`src/rtl/mem_beat_unit_pkg.sv`:
```
// Shared types, funct3 codes and decode helpers for the memory-stage beat sequencer.
package mem_defines;

  typedef enum logic [1:0] {BYTE = 2'd0, HALF = 2'd1, WORD = 2'd2, DWORD = 2'd3} mem_size_t;
  typedef enum logic [1:0] {IDLE = 2'd0, ISSUE = 2'd1, WAIT_R = 2'd2, DONE = 2'd3} mbu_state_t;

  localparam logic [2:0] F3_LB  = 3'b000;
  localparam logic [2:0] F3_LH  = 3'b001;
  localparam logic [2:0] F3_LW  = 3'b010;
  localparam logic [2:0] F3_LD  = 3'b011;
  localparam logic [2:0] F3_LBU = 3'b100;
  localparam logic [2:0] F3_LHU = 3'b101;
  localparam logic [2:0] F3_LWU = 3'b110;
  localparam logic [2:0] F3_SB  = 3'b000;
  localparam logic [2:0] F3_SH  = 3'b001;
  localparam logic [2:0] F3_SW  = 3'b010;
  localparam logic [2:0] F3_SD  = 3'b011;

  function automatic mem_size_t f3_size(input logic [2:0] f3);
    case (f3)
      F3_LB, F3_LBU: return BYTE;
      F3_LH, F3_LHU: return HALF;
      F3_LW, F3_LWU: return WORD;
      default:       return DWORD;
    endcase
  endfunction

  // Doubleword accesses and LWU only exist on a 64-bit core; stores have no unsigned forms.
  function automatic logic f3_legal(input logic we, input logic [2:0] f3, input int xlen);
    if (we) return (f3[2] == 1'b0) && (xlen == 64 || f3 != F3_SD);
    return (f3 != 3'b111) && (xlen == 64 || (f3 != F3_LD && f3 != F3_LWU));
  endfunction

endpackage

```
`src/rtl/mem_lane_align.sv`:
```
// Byte-lane steering: store data/byte-enables for one beat, and load shift plus extension.
module mem_lane_align
  import mem_defines::*;
#(
  parameter int XLEN  = 32,
  parameter int BUS_W = 16,
  parameter int OFFW  = 1
) (
  input  mem_size_t            st_size,
  input  logic [OFFW-1:0]      st_off,
  input  logic [XLEN-1:0]      st_data,
  input  logic [3:0]           st_beat,
  output logic [BUS_W-1:0]     st_wdata,
  output logic [BUS_W/8-1:0]   st_be,
  input  logic [2:0]           ld_op,
  input  logic [OFFW-1:0]      ld_off,
  input  logic [XLEN-1:0]      ld_asm,
  output logic [XLEN-1:0]      ld_data
);

  localparam int BB  = BUS_W / 8;
  localparam int WW  = XLEN + BUS_W;
  localparam int SHW = $clog2(XLEN);

  function automatic logic [XLEN-1:0] size_mask(input mem_size_t sz);
    case (sz)
      BYTE:    return XLEN'(8'hFF);
      HALF:    return XLEN'(16'hFFFF);
      WORD:    return XLEN'(32'hFFFF_FFFF);
      default: return '1;
    endcase
  endfunction

  function automatic logic [15:0] byte_mask(input mem_size_t sz);
    case (sz)
      BYTE:    return 16'h0001;
      HALF:    return 16'h0003;
      WORD:    return 16'h000F;
      default: return 16'h00FF;
    endcase
  endfunction

  logic [WW-1:0]   st_wide;
  logic [15:0]     be_wide;
  logic [XLEN-1:0] ld_shift;
  logic [XLEN-1:0] ld_mask;
  logic [SHW-1:0]  sign_idx;
  logic            sign_fill;

  // Offset is only non-zero for sub-beat accesses, so one shift pair covers both cases.
  always_comb begin
    st_wide  = (WW'(st_data & size_mask(st_size)) << {st_off, 3'b000}) >> (int'(st_beat) * BUS_W);
    st_wdata = st_wide[BUS_W-1:0];
    be_wide  = (byte_mask(st_size) << st_off) >> (int'(st_beat) * BB);
    st_be    = be_wide[BB-1:0];
  end

  always_comb begin
    ld_shift  = ld_asm >> {ld_off, 3'b000};
    ld_mask   = size_mask(f3_size(ld_op));
    sign_idx  = SHW'((8 << f3_size(ld_op)) - 1);
    sign_fill = ~ld_op[2] & ld_shift[sign_idx];
    ld_data   = (ld_shift & ld_mask) | (sign_fill ? ~ld_mask : '0);
  end

endmodule

```
`src/rtl/mem_beat_unit.sv`:
```
// MEM-stage load/store sequencer: splits one request into narrow bus beats and reassembles loads.
// Handshakes: a transfer happens on a rising edge where valid && ready; payload holds while valid && !ready.
module mem_beat_unit
  import mem_defines::*;
#(
  parameter int XLEN   = 32,
  parameter int BUS_W  = 16,
  parameter int ADDR_W = 32
) (
  input  logic                 clk,
  input  logic                 rst,
  input  logic                 init_done,
  input  logic                 req_valid,
  output logic                 req_ready,
  input  logic                 req_we,
  input  logic [2:0]           req_op,
  input  logic [ADDR_W-1:0]    req_addr,
  input  logic [XLEN-1:0]      req_wdata,
  input  logic [XLEN-1:0]      req_fwd_data,
  input  logic                 req_fwd_sel,
  output logic [XLEN-1:0]      resp_data,
  output logic                 done,
  output logic                 err_misaligned,
  output logic                 bus_valid,
  input  logic                 bus_ready,
  output logic                 bus_we,
  output logic [ADDR_W-1:0]    bus_addr,
  output logic [BUS_W-1:0]     bus_wdata,
  output logic [BUS_W/8-1:0]   bus_be,
  input  logic                 bus_rvalid,
  input  logic [BUS_W-1:0]     bus_rdata,
  output logic [1:0]           dbg_state
);

  localparam int BB   = BUS_W / 8;
  localparam int OFFW = (BB > 1) ? $clog2(BB) : 1;
  localparam logic [ADDR_W-1:0] LANE_MASK = ADDR_W'(BB - 1);

  mbu_state_t      state;
  logic [3:0]      k;
  logic [2:0]      op;
  logic            we;
  logic [OFFW-1:0] off;
  logic [XLEN-1:0] st_data;
  logic [XLEN-1:0] asm_q;

  logic [XLEN-1:0]    req_data, la_data, asm_next, ld_data;
  logic [OFFW-1:0]    req_off, la_off;
  logic [ADDR_W-1:0]  req_base;
  logic [2:0]         amask;
  logic               req_ok;
  mem_size_t          la_size;
  logic [3:0]         la_beat, k_last;
  logic [BUS_W-1:0]   la_wdata;
  logic [BB-1:0]      la_be;
  int                 bits;

  always_comb begin
    req_data = req_fwd_sel ? req_fwd_data : req_wdata;
    req_off  = req_addr[OFFW-1:0] & OFFW'(BB - 1);
    req_base = req_addr & ~LANE_MASK;
    amask    = 3'((4'd1 << f3_size(req_op)) - 4'd1);
    req_ok   = f3_legal(req_we, req_op, XLEN) && ((req_addr[2:0] & amask) == 3'd0);
    bits     = 8 << f3_size(op);
    k_last   = (bits > BUS_W) ? 4'(bits / BUS_W - 1) : 4'd0;
    asm_next = asm_q | (XLEN'(bus_rdata) << (int'(k) * BUS_W));
  end

  // Lane logic looks at the incoming request while idle, otherwise at the beat about to be issued.
  always_comb begin
    if (state == IDLE) begin
      la_size = f3_size(req_op);
      la_off  = req_off;
      la_data = req_data;
      la_beat = 4'd0;
    end else begin
      la_size = f3_size(op);
      la_off  = off;
      la_data = st_data;
      la_beat = k + 4'd1;
    end
  end

  mem_lane_align #(.XLEN(XLEN), .BUS_W(BUS_W), .OFFW(OFFW)) u_align (
    .st_size  (la_size),
    .st_off   (la_off),
    .st_data  (la_data),
    .st_beat  (la_beat),
    .st_wdata (la_wdata),
    .st_be    (la_be),
    .ld_op    (op),
    .ld_off   (off),
    .ld_asm   (asm_next),
    .ld_data  (ld_data)
  );

  always_ff @(posedge clk) begin
    if (rst) begin
      state          <= IDLE;
      k              <= '0;
      op             <= '0;
      we             <= 1'b0;
      off            <= '0;
      st_data        <= '0;
      asm_q          <= '0;
      req_ready      <= 1'b0;
      done           <= 1'b0;
      err_misaligned <= 1'b0;
      bus_valid      <= 1'b0;
      bus_we         <= 1'b0;
      bus_addr       <= '0;
      bus_wdata      <= '0;
      bus_be         <= '0;
      resp_data      <= '0;
    end else begin
      done           <= 1'b0;
      err_misaligned <= 1'b0;
      case (state)
        IDLE: begin
          req_ready <= init_done;
          if (req_valid && req_ready) begin
            req_ready <= 1'b0;
            op        <= req_op;
            we        <= req_we;
            off       <= req_off;
            st_data   <= req_data;
            k         <= '0;
            asm_q     <= '0;
            if (!req_ok) begin
              state          <= DONE;
              done           <= 1'b1;
              err_misaligned <= 1'b1;
              resp_data      <= '0;
            end else begin
              state     <= ISSUE;
              bus_valid <= 1'b1;
              bus_we    <= req_we;
              bus_addr  <= req_base;
              bus_wdata <= req_we ? la_wdata : '0;
              bus_be    <= la_be;
            end
          end
        end
        ISSUE: begin
          if (bus_ready) begin
            if (we) begin
              if (k == k_last) begin
                state     <= DONE;
                bus_valid <= 1'b0;
                done      <= 1'b1;
                resp_data <= '0;
              end else begin
                k         <= k + 4'd1;
                bus_addr  <= bus_addr + ADDR_W'(BB);
                bus_wdata <= la_wdata;
                bus_be    <= la_be;
              end
            end else begin
              state     <= WAIT_R;
              bus_valid <= 1'b0;
            end
          end
        end
        WAIT_R: begin
          if (bus_rvalid) begin
            asm_q <= asm_next;
            if (k == k_last) begin
              state     <= DONE;
              done      <= 1'b1;
              resp_data <= ld_data;
            end else begin
              k         <= k + 4'd1;
              state     <= ISSUE;
              bus_valid <= 1'b1;
              bus_addr  <= bus_addr + ADDR_W'(BB);
              bus_be    <= la_be;
            end
          end
        end
        DONE: begin
          state     <= IDLE;
          req_ready <= init_done;
        end
        default: state <= IDLE;
      endcase
    end
  end

  assign dbg_state = state;

endmodule

```
`config.mk`:
```
export PLATFORM = sky130hd
export DESIGN_NAME = mem_beat_unit
export DESIGN_NICKNAME = d
export VERILOG_FILES = /design/src/rtl/mem_beat_unit_pkg.sv /design/src/rtl/mem_lane_align.sv /design/src/rtl/mem_beat_unit.sv
export SDC_FILE = /design/constraint.sdc
export NUM_CORES = 1
export LEC_CHECK = 0
export ABC_AREA = 1
export BUFFER_PORTS_ARGS = -buffer_cell sky130_fd_sc_hd__buf_2
export CORE_MARGIN = 8
export CORE_UTILIZATION = 60
export CTS_CLUSTER_SIZE = 30
export DETAILED_ROUTE_END_ITERATION = 16
export PLACE_DENSITY = 0.87
export RECOVER_POWER = 50
export SETUP_SLACK_MARGIN = 0.05
export SKIP_LAST_GASP = 1
export SLEW_MARGIN = 10
export SYNTH_ARGS = -nofsm -noshare
export SYNTH_HDL_FRONTEND = slang
export SYNTH_SLANG_ARGS = --single-unit
```
`constraint.sdc`:
```
create_clock -name clk -period 5.1 [get_ports clk]
set_clock_uncertainty 0.05 [all_clocks]
set_input_delay 0.51 -clock clk [delete_from_list [all_inputs] [get_ports clk]]
set_output_delay 0.51 -clock clk [all_outputs]
set_load 0.05 [all_outputs]
```
==> results of run 1 <==
final timing paths:
check | slack (ns) | startpoint | to
worst min-delay path | 0.28 | req_addr[5] | bus_addr[5]
worst min register to register | 0.40 | st_data[31] | st_data[31]
worst max-delay path | 1.27 | dbg_state[0] | asm_q[21]
worst max register to register | 1.27 | dbg_state[0] | asm_q[21]
worst reg2reg max path, stage by stage (launching register included):
cell and delay, ns:
dfxtp_1 0.37, inv_1 0.11, ha_1 0.65, inv_1 0.15
or2_0 0.30, o211ai_2 0.09, clkbuf_1 0.74, nor2_1 0.12
inv_1 0.68, o21ai_0 0.27, nand3_1 0.16, inv_1 0.05
synthesized netlist by cell type (all sizes together):
library cell,n,area share
a211oi,8,0.0061
a21boi,1,0.00077
a21oi,149,0.083
a31o,2,0.0018
a31oi,1,0.00064
and2,2,0.0013
buf,46,0.033
clkbuf,41,0.016
conb,1,0.00038
dfxtp,161,0.33
ha,6,0.0077
inv,154,0.059
nand2,447,0.18
nand3,122,0.065
nand3b,6,0.0046
nand4,10,0.0064
nor2,132,0.056
nor3,11,0.0068
o211a,6,0.0061
o211ai,17,0.014
o21a,19,0.015
o21ai,160,0.082
o21bai,12,0.0092
o22ai,2,0.0013
o31ai,1,0.00077
or2,15,0.0098
xnor2,2,0.0018
xor2,5,0.0045
logic make-up (layout without fill, tap and decap cells):
group                      after synthesis  count (layout)  share of synthesized area
AOI/OAI and AO/OA                      378             378                      0.220
xor gates and xnor gates                 7               7                    0.00626
adders and majority gates                6               6                    0.00766
buffers and inverters                  241             402                      0.108
DFF                                    161             161                      0.329
other                                    1               1                   0.000383
and+or+nand+nor                        745             745                      0.329
placed cells by master, fill, tap and decap left out, types with 7 or more instances in the layout:
cell type	count
a211oi_1	8
or2_2	14
o21ai_0	156
nand2_1	423
a21oi_2	17
inv_8	7
nand2_2	21
nor2_1	125
a21oi_1	132
o211ai_1	15
nand4_1	10
o21bai_1	12
clkbuf_16	17
dfxtp_1	161
nand3_1	119
nor3_1	10
inv_1	150
clkbuf_1	89
buf_2	121
o21a_1	19
layout make-up:
cell class,instances,share of cell area
Sequential cell,161,0.289
Tap cell,216,0.0243
Inverter,154,0.0519
Multi-Input combinational cell,1137,0.494
Clock buffer,17,0.0382
Clock inverter,15,0.0143
Timing Repair Buffer,216,0.0884
power by group:
group	switching [mW]	total, mW	internal (mW)
clock	0.629	1.29	0.658
combinational	2.43	3.25	0.813
sequential	0.256	1.75	1.49
total	3.32	6.28	2.97
registers in the layout, summed over array words and instances, names as in the netlist, 2 cells and up:
name	count
asm_q	32
resp_data	32
st_data	32
bus_addr	31
bus_wdata	16
k	4
op	3
bus_be	2
dbg_state	2
layer usage:
metal	share of wire	routed length [µm]
met2	0.44	13700
met3	0.11	3420
met5	0	0
met4	0.025	761
met1	0.42	13200
per-stage QoR:
stage	util	setup WS, ns	power [mW]	instances
global route	0.699	1.08	6.67	1916
CTS	0.707	1.88	6.29	1916
detailed placement	0.670	1.93	5.01	1884
finish	0.699	1.27	6.28	1916
floorplan	-	2.72	4.35	1539
global placement	0.670	1.99	4.97	1884
==> qor.csv, run 1 <==
metric,value,unit
status,"finished, violations left",
violations,"max-capacitance violations, max-slew violations",
crit_top_cell,inv_1,
path_cells,inv_1 > ha_1 > inv_1 > or2_0 > o211ai_2 > clkbuf_1 > nor2_1 > inv_1 > o21ai_0 > nand3_1 > inv_1,
min_path_type,in -> reg,
hpwl,22800,µm
critPathLaunchType,flip-flop,
cts.sinks,161,
synth_nets,1668,
setup_viol,0,
irDropWorstVdd,331,µV
ys_types,46,
grt-busiest-layer,met2,
worst_hold_slack,0.277,ns
period_minus_slack,3.83,ns
relSlewSlack,-0.355,
grt_pass1_wl,48400,µm
min_path_cells,3,
path_buf_inv,5,
tightest_slew,2.03,ns
nets,1816,
arrival,4.13,ns
syn_to_final_growth,13.7,%
synth.avg_cell_area,6.37,µm²
portBuffers,210,
slowest_stage,clkbuf_1,
final.setup.tns,0,ns
initial_core_util,0.615,
fp.dieH,144,µm
first_pass_iters,6,
cts_tree,built,
grt_setup_unrepaired,no,
die_x,144,µm
nFillCells,1466,
track_usage,0.295,
clkLatencyLatePin,0.45,ns
viasPerCell,5.63,
area.sequential,3220,µm²
cp-end-kind,flip-flop,
use_met3,0.0720,
finalCritPeriodShare,0.752,
multi_input_area,5500,µm²
htreeDepth,4,
max_stage_delay,0.74,ns
cts_setup_buffers,0,
antenna_found_initial,0,
place_area,10700,µm²
clock.fmax,0.261,GHz
num_rows,46,
grt_pass1_vias,9544,
gp_congestion,0.924,
required,5.40,ns
power.static_leakage,4.70,nW
path_delay_family,buffers and inverters,
max_cap_viol_count,1,
ctsResizeCount,0,
clock_tree.buffer_depth,2,
drt_iter0_drc,1129,
grt_overflow,0,
syn_area,9800,µm²
drv_slew,74,
finalHoldViolations,0,
final_antenna_net_count,0,
placeableCoreArea,15900,µm²
cp.depth,11,
cts_made_buffers,17,
grtUsageMet2,0.445,
ys_seq_area_frac,0.329,
cts-hold-fix-buffers,0,
drive_above_1_share,0.138,
drc,0,
clk_pin_slew,0.08,ns
syn_inst,1539,
worstRegToRegCells,11,
powerDensity,564,nW/µm²
drt-total-wl,31000,µm
critical_path_class,reg -> reg,
grt_max_degree,74,
boundaryPins,212,
ys_ff_latch,161,
met1_usage,0.400,
crit_fanout,31,
yosysWarnings,0,
die_area,20700,µm²
stdcell_area,11100,µm²
cts_root_buf,clkbuf_16,
antennaDiodeCount,0,
wl_per_cell,16.2,µm
vias,10785,
No activity file was read; power rests on OpenSTA's default activity.
==> run 2: changes to the inputs <==
--- a/config.mk
+++ b/config.mk
@@ -5,13 +5,13 @@
 export SDC_FILE = /design/constraint.sdc
 export NUM_CORES = 1
 export LEC_CHECK = 0
-export ABC_AREA = 1
+export ABC_AREA = 0
 export BUFFER_PORTS_ARGS = -buffer_cell sky130_fd_sc_hd__buf_2
 export CORE_MARGIN = 8
-export CORE_UTILIZATION = 60
+export CORE_UTILIZATION = 54
 export CTS_CLUSTER_SIZE = 30
 export DETAILED_ROUTE_END_ITERATION = 16
-export PLACE_DENSITY = 0.87
+export PLACE_DENSITY = 0.81
 export RECOVER_POWER = 50
 export SETUP_SLACK_MARGIN = 0.05
 export SKIP_LAST_GASP = 1
==> constraint.sdc (replaced) <==
create_clock -name clk -period 3.7 [get_ports clk]
set_clock_uncertainty 0.05 [all_clocks]
set_input_delay 0.37 -clock clk [delete_from_list [all_inputs] [get_ports clk]]
set_output_delay 0.37 -clock clk [all_outputs]
set_load 0.05 [all_outputs]
==> run 2 against run 1 <==
Net effect: critical path type unchanged; power is 20% higher; cell area fell by 8.6%; via count shrank 18%; the flow now finishes without violations; critical endpoint is now bus_addr[25]; sequential power increased by 32%; first-iteration DRC count fell by 21%; largest power group unchanged; register-to-register slack worse by 0.83 ns; highest routed layer unchanged; sequential cell count stayed put.
==> qor.csv, run 2 <==
metric,value,unit,change
status,"finished, final reports clean",,
synth_area_leader_cell,dfxtp_1,,
grt_overflow,0,,unchanged
place_ws,0.551,ns,-1.38 ns
grt_max_degree,58,,-22%
hpwl,19300,µm,-15%
critical_path_class,reg -> reg,,
die_area,20300,µm²,-2.0%
min_path_type,in -> reg,,
syn_area,8620,µm²,-12%
crit_fanout,17,,-45%
final_antenna_net_count,0,,unchanged
critPathLaunchType,flip-flop,,
portBuffers,210,,unchanged
synth_ff_type,dfxtp_1,,
track_usage,0.253,,-0.0420
vias,8832,,-18%
finalCritPeriodShare,0.882,,+0.130
clock_tree.buffer_depth,2,,unchanged
final.setup.tns,0,ns,unchanged
synthTopCellsByArea,"dfxtp_1 (37%), a21oi_1 (6.6%), a211oi_1 (5.9%)",,
finalHoldViolations,0,,unchanged
yosysWarnings,0,,unchanged
cts_root_buf,clkbuf_16,,
multi_input_area,4970,µm²,-9.7%
drt_iter0_drc,893,,-21%
antenna_found_initial,0,,unchanged
nets,1327,,-27%
area.sequential,3220,µm²,unchanged
slowest_stage,or4_1,,
powerDensity,740,nW/µm²,+31%
boundaryPins,212,,unchanged
clk_pin_slew,0.06,ns,-0.02 ns
reg_top3,"asm_q (32), resp_data (32), st_data (32)",,
cts_setup_buffers,0,,unchanged
drt-total-wl,26600,µm,-14%
p_sw,3.46,mW,+4.3%
htreeDepth,4,,unchanged
synth_async_sr_flop_share,0,,unchanged
drv_slew,0,,-100%
drc,0,,unchanged
num_rows,46,,unchanged
syn_to_final_growth,18.2,%,
yosysTopAreaCellShare,0.374,,+0.0451
path_cells,inv_1 > ha_1 > nor2b_1 > or4_1 > a211o_1 > or4_1 > a31oi_1,,
crit_top_cell,or4_1,,
netlist_top_cells_count,"dfxtp_1 (161), a21oi_1 (113), nor2_1 (103), nand2_1 (86), clkbuf_1 (72)",,
finalWorstSetupSlack,0.438,ns,-0.828 ns
wl_per_cell,18.6,µm,+15%
cts-hold-fix-buffers,0,,unchanged
first_pass_iters,5,,-1
nFillCells,1415,,-3.5%
final_common_cell,dfxtp_1,,
grt_setup_unrepaired,no,,
initial_core_util,0.546,,-0.0682
place_area,9730,µm²,-9.0%
irDropWorstVdd,532,µV,+61%
clock.fmax,0.307,GHz,+18%
path_buf_inv,1,,-4
p_int,4.07,mW,+37%
layout_common_cells,"dfxtp_1 (161), buf_2 (121), a21oi_1 (113), nor2_1 (103), clkbuf_1 (88)",,
cts_made_buffers,17,,unchanged
stdcell_area,10200,µm²,-8.6%
ys_seq_area_frac,0.374,,+0.0451
ys_types,80,,+74%
synth_nets,1168,,-30%
viasPerCell,6.18,,+9.9%
cts_tree,built,,
required,4.00,ns,-1.40 ns
fin_util,0.646,,-0.0529
die_x,142,µm,-1.0%
grt_pass1_wl,41600,µm,-14%
fin_cells,1428,,-25%
ctsResizeCount,0,,unchanged
dp_cells,1395,,-26%
fp.dieH,142,µm,-1.0%
placeableCoreArea,15800,µm²,-1.1%
drive_above_1_share,0.168,,+0.0300
cp-end-kind,flip-flop,,
clkLatencyLatePin,0.43,ns,-0.02 ns
syn_inst,1039,,-32%
ys_ff_latch,161,,unchanged
max_stage_delay,0.66,ns,-0.08 ns
synth.avg_cell_area,8.29,µm²,+30%
gp_congestion,0.908,,-1.7%
arrival,3.56,ns,-0.57 ns
synth_most_common_cell,dfxtp_1,,
path_delay_family,simple AND/OR/NAND/NOR gates,,
period_minus_slack,3.26,ns,-0.572 ns
seq_power_share,0.307,,+0.028
power.static_leakage,3.68,nW,-22%
grt_pass1_vias,8273,,-13%
setup_viol,0,,unchanged
power_frac_comb,0.463,,-0.054
synth_edf_count,0,,unchanged
pwr-share-clk,0.230,,+0.025
p_sw_frac,0.459,,-0.0689
tightest_slew,1.29,ns,-0.737 ns
relSlewSlack,0.140,,+0.495
max_cap_viol_count,0,,-1
cts.sinks,161,,unchanged
## run 2: area by class of cell
cell class	count	area share
flip-flops and latches	161	0.316
diodes	1	0.000246
clock buffers	21	0.0472
clock inverters	11	0.00995
multi-input cells	777	0.488
inverters	9	0.00332
repair buffers	232	0.109
well taps	216	0.0265
## run 2: cells by family (layout without fill, tap and decap cells)
kind of cell | count (synthesis) | count (layout) | share of synthesized area
AO/OA/AOI/OAI | 383 | 383 | 0.315
AND/OR/NAND/NOR | 340 | 340 | 0.199
flip-flops | 161 | 161 | 0.374
buffers and inverters | 101 | 273 | 0.0482
multiplexers | 44 | 44 | 0.0515
adder cells (fa/ha/maj) | 6 | 6 | 0.00871
XOR/XNOR | 3 | 3 | 0.00305
other | 1 | 2 | 0.000435
## run 2: routing by layer
metal  vias to the layer above  GRT usage  routed length, µm
met5                         -          0                  0
met4                         0     0.0861                568
met3                        49     0.0671               2650
met2                       495      0.402              12000
met1                      3997      0.327              11300
li1                       4291          -                  -
## run 2: final timing paths
check / endpoint / from / slack [ns] / cells past startpoint
worst min-delay path: bus_addr[22] / req_addr[22] / 0.14 / 3
worst max-delay path: bus_addr[25] / dbg_state[0] / 0.44 / 7
worst max register to register: bus_addr[25] / dbg_state[0] / 0.44 / 7
worst min register to register: resp_data[1] / resp_data[1] / 0.41 / 2
## run 2: power groups by stage
stage / combinational [mW] / sequential (mW) / clock, mW
after floorplan: 2.10 / 2.87 / 0
after global placement: 3.45 / 2.32 / 0
after detailed placement: 3.48 / 2.33 / 0
after CTS: 3.51 / 2.30 / 1.74
after global routing: 3.77 / 2.35 / 1.83
final: 3.49 / 2.31 / 1.73
## run 2: tightest hold or removal path: stages
cell,delay (ns)
buf_2,0.10
nand2_1,0.04
a31oi_1,0.06
## run 2: per-stage QoR
stage / hold WS, ns / power [mW]
after floorplan: 0.388 / 4.97
after CTS: 0.134 / 7.55
after detailed placement: 0.396 / 5.81
after global placement: 0.387 / 5.77
after global routing: 0.156 / 7.96
final: 0.143 / 7.53
